<file path="config.mk">
export PLATFORM = sky130hd
export DESIGN_NAME = mii_frame_transmitter
export DESIGN_NICKNAME = d
export VERILOG_FILES = /design/src/rtl/mii_frame_transmitter.sv
export SDC_FILE = /design/constraint.sdc
export NUM_CORES = 1
export LEC_CHECK = 0
export CAP_MARGIN = 20
export CORE_MARGIN = 3
export CORE_UTILIZATION = 60
export CTS_CLUSTER_DIAMETER = 200
export DETAILED_ROUTE_END_ITERATION = 12
export PLACE_DENSITY = 0.81
export SLEW_MARGIN = 20
export SYNTH_ARGS = -nofsm -noshare
export SYNTH_HDL_FRONTEND = slang
export SYNTH_SLANG_ARGS = --single-unit
export TNS_END_PERCENT = 10
</file>
<file path="constraint.sdc">
create_clock -name clock -period 4.85 [get_ports clock]
set_clock_uncertainty 0.2 [all_clocks]
set_input_delay 1.2125 -clock clock [delete_from_list [all_inputs] [get_ports clock]]
set_output_delay 1.2125 -clock clock [all_outputs]
set_load 0.05 [all_outputs]
</file>
<file path="src/rtl/mii_frame_transmitter.sv">
// MII egress framer: preamble/SFD, payload, zero pad to minimum length, CRC-32 FCS
// and inter-packet gap, one nibble per TX clock.
module mii_frame_transmitter #(
  parameter int unsigned MIN_FRAME_BYTES  = 60,
  parameter int unsigned IPG_NIBBLES      = 24,
  parameter int unsigned PREAMBLE_NIBBLES = 15
) (
  input  logic        clock,
  input  logic        rst_n,
  input  logic        s_valid,
  output logic        s_ready,
  input  logic [7:0]  s_data,
  input  logic        s_last,
  output logic        mii_tx_en,
  output logic        mii_tx_er,
  output logic [3:0]  mii_tx_data,
  output logic        busy,
  output logic [15:0] frame_count,
  output logic [15:0] underrun_count
);

  typedef enum logic [2:0] {
    StIdle,
    StPreamble,
    StData,
    StPad,
    StFcs,
    StErr,
    StIpg
  } state_e;

  localparam logic [31:0] CrcPoly      = 32'hEDB88320;
  localparam logic [7:0]  PreambleLast = 8'(PREAMBLE_NIBBLES);
  // The IDLE accept cycle is the final gap nibble, so IPG itself lasts one cycle less.
  localparam logic [7:0]  IpgLast      = 8'(IPG_NIBBLES - 2);
  localparam logic [15:0] MinBytes     = 16'(MIN_FRAME_BYTES);

  state_e      state_q, state_d;
  logic [7:0]  cnt_q, cnt_d;
  logic        phase_q, phase_d;
  logic [7:0]  byte_q, byte_d;
  logic        last_q, last_d;
  logic [31:0] crc_q, crc_d;
  logic [15:0] byte_cnt_q, byte_cnt_d, byte_cnt_inc;
  logic [15:0] frame_cnt_q, frame_cnt_d;
  logic [15:0] underrun_cnt_q, underrun_cnt_d;
  logic        tx_en_q, tx_en_d, tx_er_q, tx_er_d;
  logic [3:0]  tx_data_q, tx_data_d;
  logic [31:0] fcs_d;
  logic        ready;

  function automatic logic [31:0] crc_byte(input logic [31:0] crc, input logic [7:0] data);
    logic [31:0] c;
    c = crc ^ {24'h0, data};
    for (int i = 0; i < 8; i++) begin
      c = c[0] ? ((c >> 1) ^ CrcPoly) : (c >> 1);
    end
    return c;
  endfunction

  assign byte_cnt_inc = (byte_cnt_q == 16'hFFFF) ? byte_cnt_q : byte_cnt_q + 16'd1;

  always_comb begin
    state_d        = state_q;
    cnt_d          = cnt_q;
    phase_d        = phase_q;
    byte_d         = byte_q;
    last_d         = last_q;
    crc_d          = crc_q;
    byte_cnt_d     = byte_cnt_q;
    frame_cnt_d    = frame_cnt_q;
    underrun_cnt_d = underrun_cnt_q;
    ready          = 1'b0;

    case (state_q)
      StIdle: begin
        ready = 1'b1;
        if (s_valid) begin
          byte_d     = s_data;
          last_d     = s_last;
          crc_d      = '1;
          byte_cnt_d = '0;
          cnt_d      = '0;
          state_d    = StPreamble;
        end
      end
      StPreamble: begin
        cnt_d = cnt_q + 8'd1;
        if (cnt_q == PreambleLast) begin
          cnt_d   = '0;
          phase_d = 1'b0;
          state_d = StData;
        end
      end
      StData: begin
        if (!phase_q) begin
          phase_d = 1'b1;
        end else begin
          crc_d      = crc_byte(crc_q, byte_q);
          byte_cnt_d = byte_cnt_inc;
          phase_d    = 1'b0;
          if (last_q) begin
            cnt_d   = '0;
            state_d = (byte_cnt_inc < MinBytes) ? StPad : StFcs;
          end else begin
            ready = 1'b1;
            if (s_valid) begin
              byte_d = s_data;
              last_d = s_last;
            end else begin
              state_d = StErr;
            end
          end
        end
      end
      StPad: begin
        if (!phase_q) begin
          phase_d = 1'b1;
        end else begin
          crc_d      = crc_byte(crc_q, 8'h00);
          byte_cnt_d = byte_cnt_inc;
          phase_d    = 1'b0;
          if (byte_cnt_inc >= MinBytes) begin
            cnt_d   = '0;
            state_d = StFcs;
          end
        end
      end
      StFcs: begin
        cnt_d = cnt_q + 8'd1;
        if (cnt_q == 8'd7) begin
          cnt_d       = '0;
          frame_cnt_d = frame_cnt_q + 16'd1;
          state_d     = StIpg;
        end
      end
      StErr: begin
        cnt_d          = '0;
        underrun_cnt_d = underrun_cnt_q + 16'd1;
        state_d        = StIpg;
      end
      StIpg: begin
        cnt_d = cnt_q + 8'd1;
        if (cnt_q == IpgLast) begin
          cnt_d   = '0;
          state_d = StIdle;
        end
      end
      default: state_d = StIdle;
    endcase

    // Outputs are registered, so they are derived from the state being entered.
    fcs_d     = ~crc_d;
    tx_en_d   = 1'b0;
    tx_er_d   = 1'b0;
    tx_data_d = 4'h0;
    case (state_d)
      StPreamble: begin
        tx_en_d   = 1'b1;
        tx_data_d = (cnt_d == PreambleLast) ? 4'hD : 4'h5;
      end
      StData: begin
        tx_en_d   = 1'b1;
        tx_data_d = phase_d ? byte_d[7:4] : byte_d[3:0];
      end
      StPad: tx_en_d = 1'b1;
      StFcs: begin
        tx_en_d   = 1'b1;
        tx_data_d = fcs_d[{cnt_d[2:0], 2'b00} +: 4];
      end
      StErr: begin
        tx_en_d = 1'b1;
        tx_er_d = 1'b1;
      end
      default: ;
    endcase
  end

  always_ff @(posedge clock or negedge rst_n) begin
    if (!rst_n) begin
      state_q        <= StIdle;
      cnt_q          <= '0;
      phase_q        <= 1'b0;
      byte_q         <= '0;
      last_q         <= 1'b0;
      crc_q          <= '1;
      byte_cnt_q     <= '0;
      frame_cnt_q    <= '0;
      underrun_cnt_q <= '0;
      tx_en_q        <= 1'b0;
      tx_er_q        <= 1'b0;
      tx_data_q      <= '0;
    end else begin
      state_q        <= state_d;
      cnt_q          <= cnt_d;
      phase_q        <= phase_d;
      byte_q         <= byte_d;
      last_q         <= last_d;
      crc_q          <= crc_d;
      byte_cnt_q     <= byte_cnt_d;
      frame_cnt_q    <= frame_cnt_d;
      underrun_cnt_q <= underrun_cnt_d;
      tx_en_q        <= tx_en_d;
      tx_er_q        <= tx_er_d;
      tx_data_q      <= tx_data_d;
    end
  end

  assign s_ready        = rst_n & ready;
  assign busy           = (state_q != StIdle);
  assign mii_tx_en      = tx_en_q;
  assign mii_tx_er      = tx_er_q;
  assign mii_tx_data    = tx_data_q;
  assign frame_count    = frame_cnt_q;
  assign underrun_count = underrun_cnt_q;

endmodule
</file>
=== Word-level counts from Yosys, hierarchy flattened ===
Index checks and enable logic that the tools add are counted.

* Flip-flop bits (word level): 107
* Input bits: 12
* Output and inout bits: 40
* Logic and storage cells: 130

* Add/sub/neg operators: 4
* Order comparisons: 2
* Equality and inequality tests: 19
* Shift-type cells: 1
* Multiplexer cells: 64
* Bitwise gates (word level): 19
* Reductions and logical operators: 9

{| class="wikitable"
|+ Operator list
! cell !! count
|-
| 2-to-1 mux 32 bit || 19
|-
| inverter 13 -> 14 bit || 16
|-
| one-hot mux 32 bit (3 select lines) || 1
|-
| 2-to-1 mux 8 bit || 11
|-
| one-hot mux 8 bit (7 select lines) || 1
|-
| adder 16 x 1 -> 16 bit, second input constant || 3
|-
| 2-to-1 mux 16 bit || 3
|-
| inverter 32 bit || 1
|-
| one-hot mux 16 bit (2 select lines) || 1
|-
| variable part select 32 x 6 -> 4 bit || 1
|-
| bitwise XOR 32 x 8 -> 32 bit || 1
|-
| 2-to-1 mux 3 bit || 10
|-
| one-hot mux 3 bit (7 select lines) || 1
|-
| equality test 16 bit, second input constant || 1
|-
| equality test 8 x 4 -> 1 bit, second input constant || 2
|-
| >= comparator 16 x 6 -> 1 bit, second input constant || 1
|-
| less-than comparator 16 x 6 -> 1 bit, second input constant || 1
|-
| one-hot mux 8 bit (2 select lines) || 1
|-
| equality test 3 bit, second input constant || 5
|-
| equality test 3 x 2 -> 1 bit, second input constant || 4
|-
| one-hot mux 4 bit (3 select lines) || 1
|-
| 2-to-1 mux 1 bit || 10
|-
| adder 8 x 1 -> 8 bit, second input constant || 1
|-
| equality test 8 x 3 -> 1 bit, second input constant || 1
|-
| other kinds (14) || 21
|}

=== Longest topological paths before layout ===
Gate-level depths: netlist of the first run.

* Depth in word-level cells: 22
* Depth in mapped cells: 14

=== Worst setup path after synthesis of the first run ===
No wires, ideal clock.

* Kind: flip-flop to flip-flop
* Start: reg byte_cnt_q[0]
* End: reg tx_data_q[0], in the netlist mii_tx_data[0]
* Arrival time: 2.977 ns
* Data required time: 4.558 ns
* Setup slack: 1.581 ns
* Cell stages (with the launch flop): 13
* Buffers on the path: 2
* Period minus slack after synthesis: 3.269 ns
* Cell sequence: dfrtp_1 -> ha_1 -> nand4_1 -> clkbuf_1 -> mux2i_1 -> nand4b_1 -> a211oi_4 -> nand4b_4 -> a41oi_2 -> buf_6 -> mux2_4 -> a32o_1 -> o31ai_2

* Word-level cells in the longest chain between the ends: 9

{| class="wikitable"
|+ Ends and longest elaborated chain
! element !! RTL line !! RTL
|-
| from (decl) || 44 || <nowiki>logic [15:0] byte_cnt_q, byte_cnt_d, byte_cnt_inc;</nowiki>
|-
| from (signal assigned) || 200 || <nowiki>byte_cnt_q <= byte_cnt_d;</nowiki>
|-
| adder 16 x 1 -> 16 bit or equality test 16 bit (tied branches) || 61 || <nowiki>assign byte_cnt_inc = (byte_cnt_q == 16'hFFFF) ? byte_cnt_q : byte_cnt_q + 16'd1;</nowiki>
|-
| 2-to-1 mux 16 bit (*) || 61 ||
|-
| parallel branches: the longest is 6 deep, another holds >= comparator 16 x 6 -> 1 bit || n/a ||
|-
| one-hot mux 4 bit (3 select lines) (*) || 157 || <nowiki>case (state_d)</nowiki>
|-
| via tx_data_d[0] || 48 || <nowiki>logic [3:0] tx_data_q, tx_data_d;</nowiki>
|-
| to (signal assigned) || 205 || <nowiki>tx_data_q <= tx_data_d;</nowiki>
|-
| to (decl) || 48 ||
|}

Mark *: on every way through the listed nets, which the timed path passes.
A chain may end at the register's enable or synchronous reset.

=== Final worst setup path of the first run ===
* Start: reg byte_cnt_q[0]
* End: reg tx_data_q[1], in the netlist mii_tx_data[1]

{| class="wikitable"
|+ RTL lines
! element !! RTL line !! RTL
|-
| adder 16 x 1 -> 16 bit or equality test 16 bit (tied branches) || 61 ||
|-
| 2-to-1 mux 16 bit (*) || 61 ||
|-
| >= comparator 16 x 6 -> 1 bit (*) || 123 || <nowiki>if (byte_cnt_inc >= MinBytes) begin</nowiki>
|-
| 2-to-1 mux 8 bit (*) || 123 ||
|-
| 2-to-1 mux 8 bit (*) || 117 || <nowiki>if (!phase_q) begin</nowiki>
|-
| one-hot mux 8 bit (7 select lines) (*) || 75 || <nowiki>case (state_q)</nowiki>
|-
| via cnt_d[2] || 39 || <nowiki>logic [7:0] cnt_q, cnt_d;</nowiki>
|-
| variable part select 32 x 6 -> 4 bit (*) || 169 || <nowiki>tx_data_d = fcs_d[{cnt_d[2:0], 2'b00} +: 4];</nowiki>
|-
| one-hot mux 4 bit (3 select lines) (*) || 157 ||
|-
| via tx_data_d[1] || 48 ||
|}

The timed path passes the listed nets; every way through them passes the cells marked *.

==> flow_summary_export.csv, run 1 <==
group,metric,value,unit
status,outcome,"finished, final reports clean",
logic_synthesis,ys_seq_area_share,37.0,%
die,core,0.0117,mm²
final_layout,final_common_cell,"xnor2_1",
timing,setup_violations,0,
timing,slew-limit-headroom,39.0,%
critical_path,worstPathMaxFanout,11,
timing,rsz0062_at_grt,"false",
clocking,cts_tree,"done",
die,rows,39,
logic_synthesis,synth_ff_type,"dfrtp_1",
timing,period_needed,3980,ps
global_route,grt_first_pass_wirelength,30500,µm
timing,whs,275,ps
final_layout,drive_gt1_share,13.9,%
pwr,swShare,22.4,%
clocking,cts_hold_buffers,0,
die,dieWidth,117,µm
die,fp.dieArea,0.0136,mm²
pwr,pwr-share-clk,44.0,%
pwr,p_per_area,202,mW/mm²
critical_path,setup.worst_path.class,"reg -> reg",
critical_path,cp.required,4890,ps
clocking,path_clk_slew,80,ps
critical_path,cp-end-kind,"flop",
final_layout,final-instance-count-excl-fill,947,
clocking,htreeDepth,3,
route,antenna_left,0,
placement,place_inst,931,
timing,min_period_over_period,82.2,%
critical_path,path_cells,"ha_1 > nand4_1 > nor4_1 > mux2i_1 > and2_2 > nand4b_4 > a21oi_1 > o2bb2ai_1 > a22oi_1 > nand2_1 > a22o_1",
logic_synthesis,postSynthCellCount,771,
global_route,overflow,0,
clocking,numCtsBuffers,9,
logic_synthesis,async_reset_ff_share,100,%
timing,max_freq,0.251,GHz
clocking,clk_latency,360,ps
global_route,grt_start_max_net_pins,67,
pwr,p_int,1.28,mW
pwr,share_comb_of_total_power,1.8,%
final_layout,final_nets,816,
critical_path,crit_arrival,4030,ps
pwr,p_leak,3.40,nW
final_layout,final_cell_mix,"117 x xnor2_1, 75 x dfrtp_1, 62 x nand2_1",
timing,tightestPinTransition,901,ps
route,vias,6001,
critical_path,slowest_stage,"a21oi_1",
logic_synthesis,ys_types,89,
die,initial_core_util,62.7,%
route,drc,0,
route,wirelength,18800,µm
route,first_pass_iters,5,
route,first_iter_violations,707,
timing,setup_tns,0,ps
pwr,sequentialPowerShare,54.1,%
clocking,cts_sinks,107,
clocking,clockRootBuffer,"clkbuf_16",
job,drv_cap,0,
pwr,peakVddDrop,0.203,mV
clocking,cts_setup_buffers,0,
final_layout,n_antenna_cell,0,
route,via_per_inst,6.34,
placement,hpwl,13700,µm
worst_hold_path,hold_path.class,"reg -> reg",
placement,portBuffers,51,
placement,place_congestion,0.951,
logic_synthesis,ys_seq_elements,107,
logic_synthesis,yosys_warnings,0,
logic_synthesis,synth_edf_count,0,
final_layout,synthToLayoutAreaGrowth,11.0,%
logic_synthesis,syn_area,0.00735,mm²
global_route,grt_pass1_vias,5839,
route,wl_per_cell,19.9,µm
timing,hold_viol_final,0,
global_route,grt.total_usage,28.9,%
pwr,power_switching,0.370,mW
critical_path,critPathLaunchType,"flop",
clocking,clockBufferDepth,2,
global_route,antenna_found_initial,0,
clocking,ctsResizeCount,0,
logic_synthesis,mappedNetlistNets,788,
critical_path,slowest_delay,530,ps
die,die_h,117,µm
die,ios,52,
timing,finalMaxSlewViolations,0,
logic_synthesis,syn_avg_cell_area,9.53,µm²
-- layer usage --
metal / track usage (%) / up-vias / routed length, µm / share of wire, %
met4: 11.0 / 0 / 601 / 3.2
met2: 44.5 / 283 / 8600 / 46
met5: 0 / - / 0 / 0
met3: 6.63 / 56 / 1590 / 8.4
li1: - / 2759 / - / -
met1: 39.9 / 2903 / 8040 / 43
-- power by group through the flow --
stage	Combinational (mW)	Clock [mW]	Sequential, mW
5_1_grt	0.0343	0.763	0.893
2_1_floorplan	0.00180	0	0.910
3_5_place_dp	0.0317	0	0.909
4_1_cts	0.0317	0.728	0.893
6_report	0.0303	0.726	0.893
3_3_place_gp	0.0312	0	0.909
-- layout make-up --
class                           instances  area [µm²]
Clock inverter                          5        37.5
Inverter                               15        56.3
Fill cell                             919        3560
Multi-Input combinational cell        606        4340
Tap cell                              143         179
Sequential cell                       107        2720
Timing Repair Buffer                   60         576
Clock buffer                           11         253
-- per-stage QoR --
step	cell area (µm²)	setup slack, ps	utilization (%)	total power [mW]
after floorplan	7350	1580	-	0.911
after global placement	7870	887	67.2	0.941
after detailed placement	7870	819	67.2	0.941
after CTS	8160	913	69.6	1.65
after global routing	8160	549	69.6	1.69
final	8160	865	69.6	1.65
-- Yosys cell counts, types with 5 or more instances --
master	instances	area, µm²
mux2i_1	20	200
a21oi_1	33	165
clkbuf_1	24	90.1
mux2_2	17	191
nor2b_1	5	31.3
buf_2	8	40.0
dfstp_2	32	841
and4_1	5	43.8
nor3_1	10	50.1
nand2b_1	7	43.8
o21ai_0	53	265
nor4_1	6	37.5
xnor2_1	117	1020
xor2_1	36	315
a31oi_1	5	31.3
dfrtp_1	75	1880
and3_1	12	75.1
nand3_1	28	140
inv_1	15	56.3
o211ai_1	15	113
buf_4	6	45.0
nand2_1	62	233
nand4_1	18	113
ha_1	5	62.6
nor2_1	55	206
-- worst max-delay path: cells and delay by family, from the launching register on --
kind / cells / cell delay [ps]
simple gates: 5 / 1390
flops: 1 / 450
fa+ha+maj: 1 / 320
mux: 1 / 260
compound gates: 4 / 1260
-- sequential cells by signal (all words and copies together), names as in the netlist --
signal and count:
crc_q 32, byte_cnt_q 16, frame_count 16, underrun_count 16
byte_q 8, cnt_q 8, mii_tx_data 4, state_q 3
last_q 1, mii_tx_en 1, mii_tx_er 1, phase_q 1
-- final timing paths --
check,from,to,slack (ps),cells past startpoint
min,frame_count[15]$_DFFE_PN0P_,frame_count[15]$_DFFE_PN0P_,270,1
max reg2reg,byte_cnt_q[0]$_DFFE_PN0P_,mii_tx_data[1]$_DFF_PN0_,870,11
min in group asynchronous,rst_n,byte_cnt_q[0]$_DFFE_PN0P_,790,2
max in group asynchronous,rst_n,byte_cnt_q[1]$_DFFE_PN0P_,2390,3
min reg2reg,frame_count[15]$_DFFE_PN0P_,frame_count[15]$_DFFE_PN0P_,270,1
max,byte_cnt_q[0]$_DFFE_PN0P_,mii_tx_data[1]$_DFF_PN0_,870,11
-- cell families (layout without fill, tap and decap cells) --
logic type	after synthesis	in the layout	share of synthesized area [%]
muxes	38	38	5.53
xor gates and xnor gates	162	162	20.9
and+or+nand+nor	239	239	17.1
buffers and inverters	58	91	4.00
AOI/OAI and AO/OA	162	162	14.6
DFF	107	107	37.0
adders and majority gates	5	5	0.851
Power figures use the tool's default switching activity.
==> run 2, diff against run 1 <==
- CORE_UTILIZATION: 60 -> 54
- PLACE_DENSITY: 0.81 -> 0.77
- clock period: 4.85 -> 3.6 ns (I/O delays scaled with it)
==> run 2 against run 1 <==
Net effect: via count increased by 4.1%; combinational power increased by 38%; die area increased by 11%; clock power increased by 43%; largest power group unchanged.
==> flow_summary_export.csv, run 2 (synthesis gave the netlist of run 1 again) <==
group,metric,value,unit
status,outcome,"finished, final reports clean",
critical_path,timing.rr.start,"byte_cnt_q[0]$_DFFE_PN0P_",
critical_path,crit_start,"byte_cnt_q[0]$_DFFE_PN0P_",
pwr,power,2.29,mW
die,initial_core_util,56.6,%
timing,min_period_over_period,95.5,%
route,via_per_inst,6.14,
timing,tightestPinTransition,767,ps
clocking,numCtsBuffers,9,
critical_path,cp.required,3670,ps
placement,hpwl,14700,µm
route,drc,0,
worst_hold_path,holdCritStartpoint,"frame_count[15]$_DFFE_PN0P_",
critical_path,r2r-end,"mii_tx_data[0]$_DFF_PN0_",
critical_path,setup.worst_path.class,"reg -> reg",
critical_path,slowest_delay,400,ps
clocking,clk_latency,360,ps
timing,whs,285,ps
clocking,clockRootBuffer,"clkbuf_16",
global_route,grt_first_pass_wirelength,31700,µm
die,die_h,123,µm
critical_path,cp-end-kind,"flop",
critical_path,critical_path.top_delay_family,"compound AO/OA/AOI/OAI gates",
global_route,antenna_found_initial,0,
critical_path,critPathBufInv,2,
final_layout,final_common_cell,"xnor2_1",
timing,finalMaxSlewViolations,0,
route,wl_per_cell,19.6,µm
final_layout,largest_register_ffs,32,
final_layout,final_nets,857,
critical_path,critPathLaunchType,"flop",
critical_path,slowest_stage,"dfrtp_1",
clocking,path_clk_slew,70,ps
final_layout,final_util,66.4,%
final_layout,n_antenna_cell,0,
route,antenna_left,0,
pwr,p_leak,3.63,nW
die,rows,41,
timing,hold_viol_final,0,
clocking,htreeDepth,3,
critical_path,worstPathMaxFanout,8,
die,ios,52,
timing,max_freq,0.291,GHz
global_route,grt_pass1_vias,5857,
timing,slew-limit-headroom,48.8,%
placement,place_ws,53.9,ps
timing,period_needed,3440,ps
die,fp.dieArea,0.0150,mm²
die,dieWidth,123,µm
placement,place_inst,997,
route,first_iter_violations,744,
critical_path,crit_arrival,3510,ps
final_layout,final-instance-count-excl-fill,1017,
die,core,0.0130,mm²
clocking,cts_tree,"done",
route,wirelength,20000,µm
placement,place_congestion,1.01,
route,vias,6249,
route,first_pass_iters,7,
worst_hold_path,worstHoldEndpoint,"frame_count[15]$_DFFE_PN0P_",
final_layout,top_register,"crc_q",
critical_path,worstRegToRegCells,12,
final_layout,synthToLayoutAreaGrowth,17.3,%
job,drv_cap,0,
clocking,cts_sinks,107,
final_layout,drive_gt1_share,19.3,%
final_layout,final_cell_mix,"117 x xnor2_1, 75 x dfrtp_1, 62 x nand2_1",
global_route,grt_start_max_net_pins,61,
global_route,overflow,0,
pwr,peakVddDrop,0.270,mV
global_route,grt.total_usage,27.2,%
pwr,p_per_area,265,mW/mm²
worst_hold_path,hold_path.class,"reg -> reg",
timing,layout_setup_ws,162,ps
worst_hold_path,min_delay_path_depth,1,
critical_path,r2r_slack,160,ps
placement,portBuffers,51,
timing,setup_violations,0,
critical_path,path_cells,"ha_4 > nand4_1 > buf_4 > nor2_1 > a211oi_1 > a211oi_4 > nand4b_4 > a41oi_4 > buf_6 > mux2_4 > a32o_1 > o31ai_2",
clocking,clockBufferDepth,2,
run 2: cell count changes in the layout (fill, tap and decap cells not counted), moves of 2 or more:
cell / previous run / this run
buf_12: 0 / 2
buf_4: 10 / 50
nor3_2: 0 / 2
nor3_1: 10 / 8
nor4_1: 6 / 3
a21boi_0: 2 / 0
a21boi_1: 1 / 3
nor4_2: 0 / 3
clkdlybuf4s50_1: 50 / 48
run 2: stage by stage:
stage                     setup TNS (ps)  cell area, µm²
after detailed placement               0            8200
after floorplan                        0            7350
after global placement                 0            8200
final                                  0            8620
after global routing               -67.8            8620
after CTS                              0            8510
run 2: worst max path at each step:
stage,slack [ps],end,cells after the start
3_3_place_gp,170,mii_tx_data[3]$_DFF_PN0_,11
2_1_floorplan,330,mii_tx_data[0]$_DFF_PN0_,12
5_1_grt,-30,mii_tx_data[0]$_DFF_PN0_,12
3_5_place_dp,50,mii_tx_data[0]$_DFF_PN0_,12
4_1_cts,40,mii_tx_data[0]$_DFF_PN0_,12
6_report,160,mii_tx_data[0]$_DFF_PN0_,12
run 2: metal layers:
layer	share of wire (%)	GRT usage, %
met1	42	38.3
met2	47	41.9
met3	8.8	6.22
met4	2.3	8.33
met5	0	0
run 2: report_power, final:
group	total [mW]	leakage (nW)	internal, mW	switching [mW]
sequential	1.20	1.26	1.20	0
combinational	0.0418	2.22	0.0128	0.0290
clock	1.04	0.147	0.566	0.477
run 2: cell type report:
| type | instances | area, µm² |
|---|---|---|
| clock buffers | 10 | 239 |
| clock inverters | 6 | 73.8 |
| fillers | 1005 | 4360 |
| flip-flops and latches | 107 | 2720 |
| inverters | 15 | 56.3 |
| multi-input cells | 606 | 4410 |
| well taps | 172 | 215 |
| repair buffers | 101 | 907 |
run 2: what timing repair did:
action	4_1_cts	5_1_grt
hold buffers	0	0
endpoints found under the hold margin	0	0
buffers inserted	0	4
setup endpoints to repair	0	4
gates resized for setup	0	14
==> run 3, diff against run 2 <==
- CORE_UTILIZATION: 54 -> 60
- PLACE_DENSITY: 0.77 -> 0.81
- clock period: 3.6 -> 4.2 ns (I/O delays scaled with it)
==> run 3 against run 2 <==
Net effect: first-iteration DRC count down 16%; non-clock buffer count fell by 32; flip-flop and latch count is the same; cell count decreased by 6.0%; setup slack better by 110 ps; global-route usage rose by 1.5 points; fmax down 13%; register-to-register slack improved by 110 ps; combinational power shrank 16%; sequential power is 14% lower.
==> flow_summary_export.csv, run 3 (synthesis gave the netlist of run 1 again) <==
group,metric,value,unit
pwr,power_switching,0.410,mW
timing,finalMaxSlewViolations,0,
final_layout,nFillCells,910,
die,core,0.0117,mm²
clocking,clockRootBuffer,"clkbuf_16",
timing,max_freq,0.254,GHz
die,fp.dieArea,0.0136,mm²
clocking,cts_hold_buffers,0,
global_route,antenna_found_initial,0,
timing,min_period_over_period,93.6,%
final_layout,drive_gt1_share,14.9,%
pwr,p_leak,3.44,nW
timing,hold_viol_final,0,
critical_path,worstPathMaxFanout,11,
global_route,overflow,0,
pwr,pwr-share-clk,43.0,%
clocking,cts_setup_buffers,0,
route,drc,0,
placement,hpwl,13900,µm
route,first_iter_violations,626,
pwr,p_per_area,227,mW/mm²
die,initial_core_util,62.7,%
placement,place_congestion,0.970,
timing,setup_tns,0,ps
route,first_pass_iters,5,
final_layout,final_common_cell,"xnor2_1",
global_route,grt_pass1_vias,5802,
pwr,p_int,1.46,mW
pwr,sequentialPowerShare,55.2,%
global_route,grt_first_pass_wirelength,30400,µm
worst_hold_path,min_delay_path_depth,1,
critical_path,crit_arrival,4020,ps
die,rows,39,
placement,placed_cell_area,0.00794,mm²
final_layout,final_cell_mix,"117 x xnor2_1, 75 x dfrtp_1, 62 x nand2_1",
route,wirelength,18800,µm
worst_hold_path,hold_path.class,"reg -> reg",
final_layout,synthToLayoutAreaGrowth,12.1,%
placement,place_inst,940,
final_layout,largest_register_ffs,32,
route,via_per_inst,6.26,
placement,portBuffers,51,
route,wl_per_cell,19.7,µm
route,vias,5986,
die,ios,52,
timing,setup_violations,0,
final_layout,final-instance-count-excl-fill,956,
clocking,cts_tree,"done",
job,drv_cap,0,
status,outcome,"finished, final reports clean",
pwr,swShare,21.9,%
route,antenna_left,0,
clocking,numCtsBuffers,9,
clocking,clk_latency,350,ps
clocking,cts_sinks,107,
pwr,share_comb_of_total_power,1.9,%
timing,period_needed,3930,ps
critical_path,cp-end-kind,"flop",
pwr,peakVddDrop,0.252,mV
final_layout,final_nets,825,
critical_path,cp.required,4290,ps
die,die_h,117,µm
global_route,grt_start_max_net_pins,77,
critical_path,setup.worst_path.class,"reg -> reg",
final_layout,n_antenna_cell,0,
global_route,grt.total_usage,28.7,%
die,dieWidth,117,µm
clocking,clockBufferDepth,2,
critical_path,critPathLaunchType,"flop",
final_layout,postLayoutCellArea,0.00823,mm²
clocking,path_clk_slew,70,ps
critical_path,worstRegToRegCells,12,
final_layout,top_register,"crc_q",
timing,slew-limit-headroom,27.2,%
clocking,htreeDepth,3,
clocking,ctsResizeCount,0,
timing,tightestPinTransition,1090,ps
timing,rsz0062_at_grt,"false",
-- run 3: changes by cell type in the layout (fill, tap and decap cells not counted), sizes merged --
cell,delta
clkinv,+2
inv,-1
bufinv,-1
clkdlybuf4s50,+1
buf,-33
-- run 3: path summary, 6_finish.rpt --
kind | from | slack, ps | endpoint
worst min register to register | frame_count[15]$_DFFE_PN0P_ | 280 | frame_count[15]$_DFFE_PN0P_
worst max-delay path | byte_cnt_q[0]$_DFFE_PN0P_ | 270 | mii_tx_data[3]$_DFF_PN0_
min in group asynchronous | rst_n | 560 | byte_cnt_q[3]$_DFFE_PN0P_
worst min-delay path | frame_count[15]$_DFFE_PN0P_ | 280 | frame_count[15]$_DFFE_PN0P_
max in group asynchronous | rst_n | 1920 | byte_q[0]$_DFF_PN0_
worst max register to register | byte_cnt_q[0]$_DFFE_PN0P_ | 270 | mii_tx_data[3]$_DFF_PN0_
-- run 3: area by class of cell --
class	instances	area (µm²)	share of cell area [%]
Clock buffer	10	239	2.90
Clock inverter	6	41.3	0.501
Inverter	15	56.3	0.684
Tap cell	143	179	2.17
Multi-Input combinational cell	606	4350	52.8
Timing Repair Buffer	69	653	7.93
Sequential cell	107	2720	33.0
-- run 3: per-layer routing --
| layer | GRT usage, % | vias to the layer above | wire [µm] |
|---|---|---|---|
| met4 | 8.26 | 0 | 503 |
| met3 | 7.25 | 52 | 1480 |
| met2 | 46.8 | 273 | 8990 |
| met5 | 0 | - | 0 |
| met1 | 38.1 | 2883 | 7870 |
| li1 | - | 2778 | - |
-- run 3: power by group through the flow --
stage	sequential (mW)	combinational (mW)	clock [mW]
floorplan	1.05	0.00208	0
global placement	1.05	0.0357	0
detailed placement	1.05	0.0366	0
CTS	1.03	0.0367	0.817
global route	1.03	0.0397	0.857
finish	1.03	0.0352	0.804
-- run 3: through the flow --
stage               worst slack, ps  util [%]  hold slack (ps)  total power, mW
floorplan                       931         -              298             1.05
global placement                447      67.8              259             1.09
detailed placement              281      67.8              270             1.09
CTS                             222      70.2              283             1.88
global route                   48.7      70.3              310             1.93
finish                          268      70.3              280             1.87
-- run 3: worst max-delay path: stages, from the launching register on --
cell and delay, ps:
dfrtp_1 460, ha_1 320, nand4_1 430, nor4_1 450, mux2i_1 250, and2_2 200
nand4b_4 160, a41oi_4 450, buf_4 260, or2b_2 310, o211ai_1 100, o2111ai_1 140
nand4_1 120
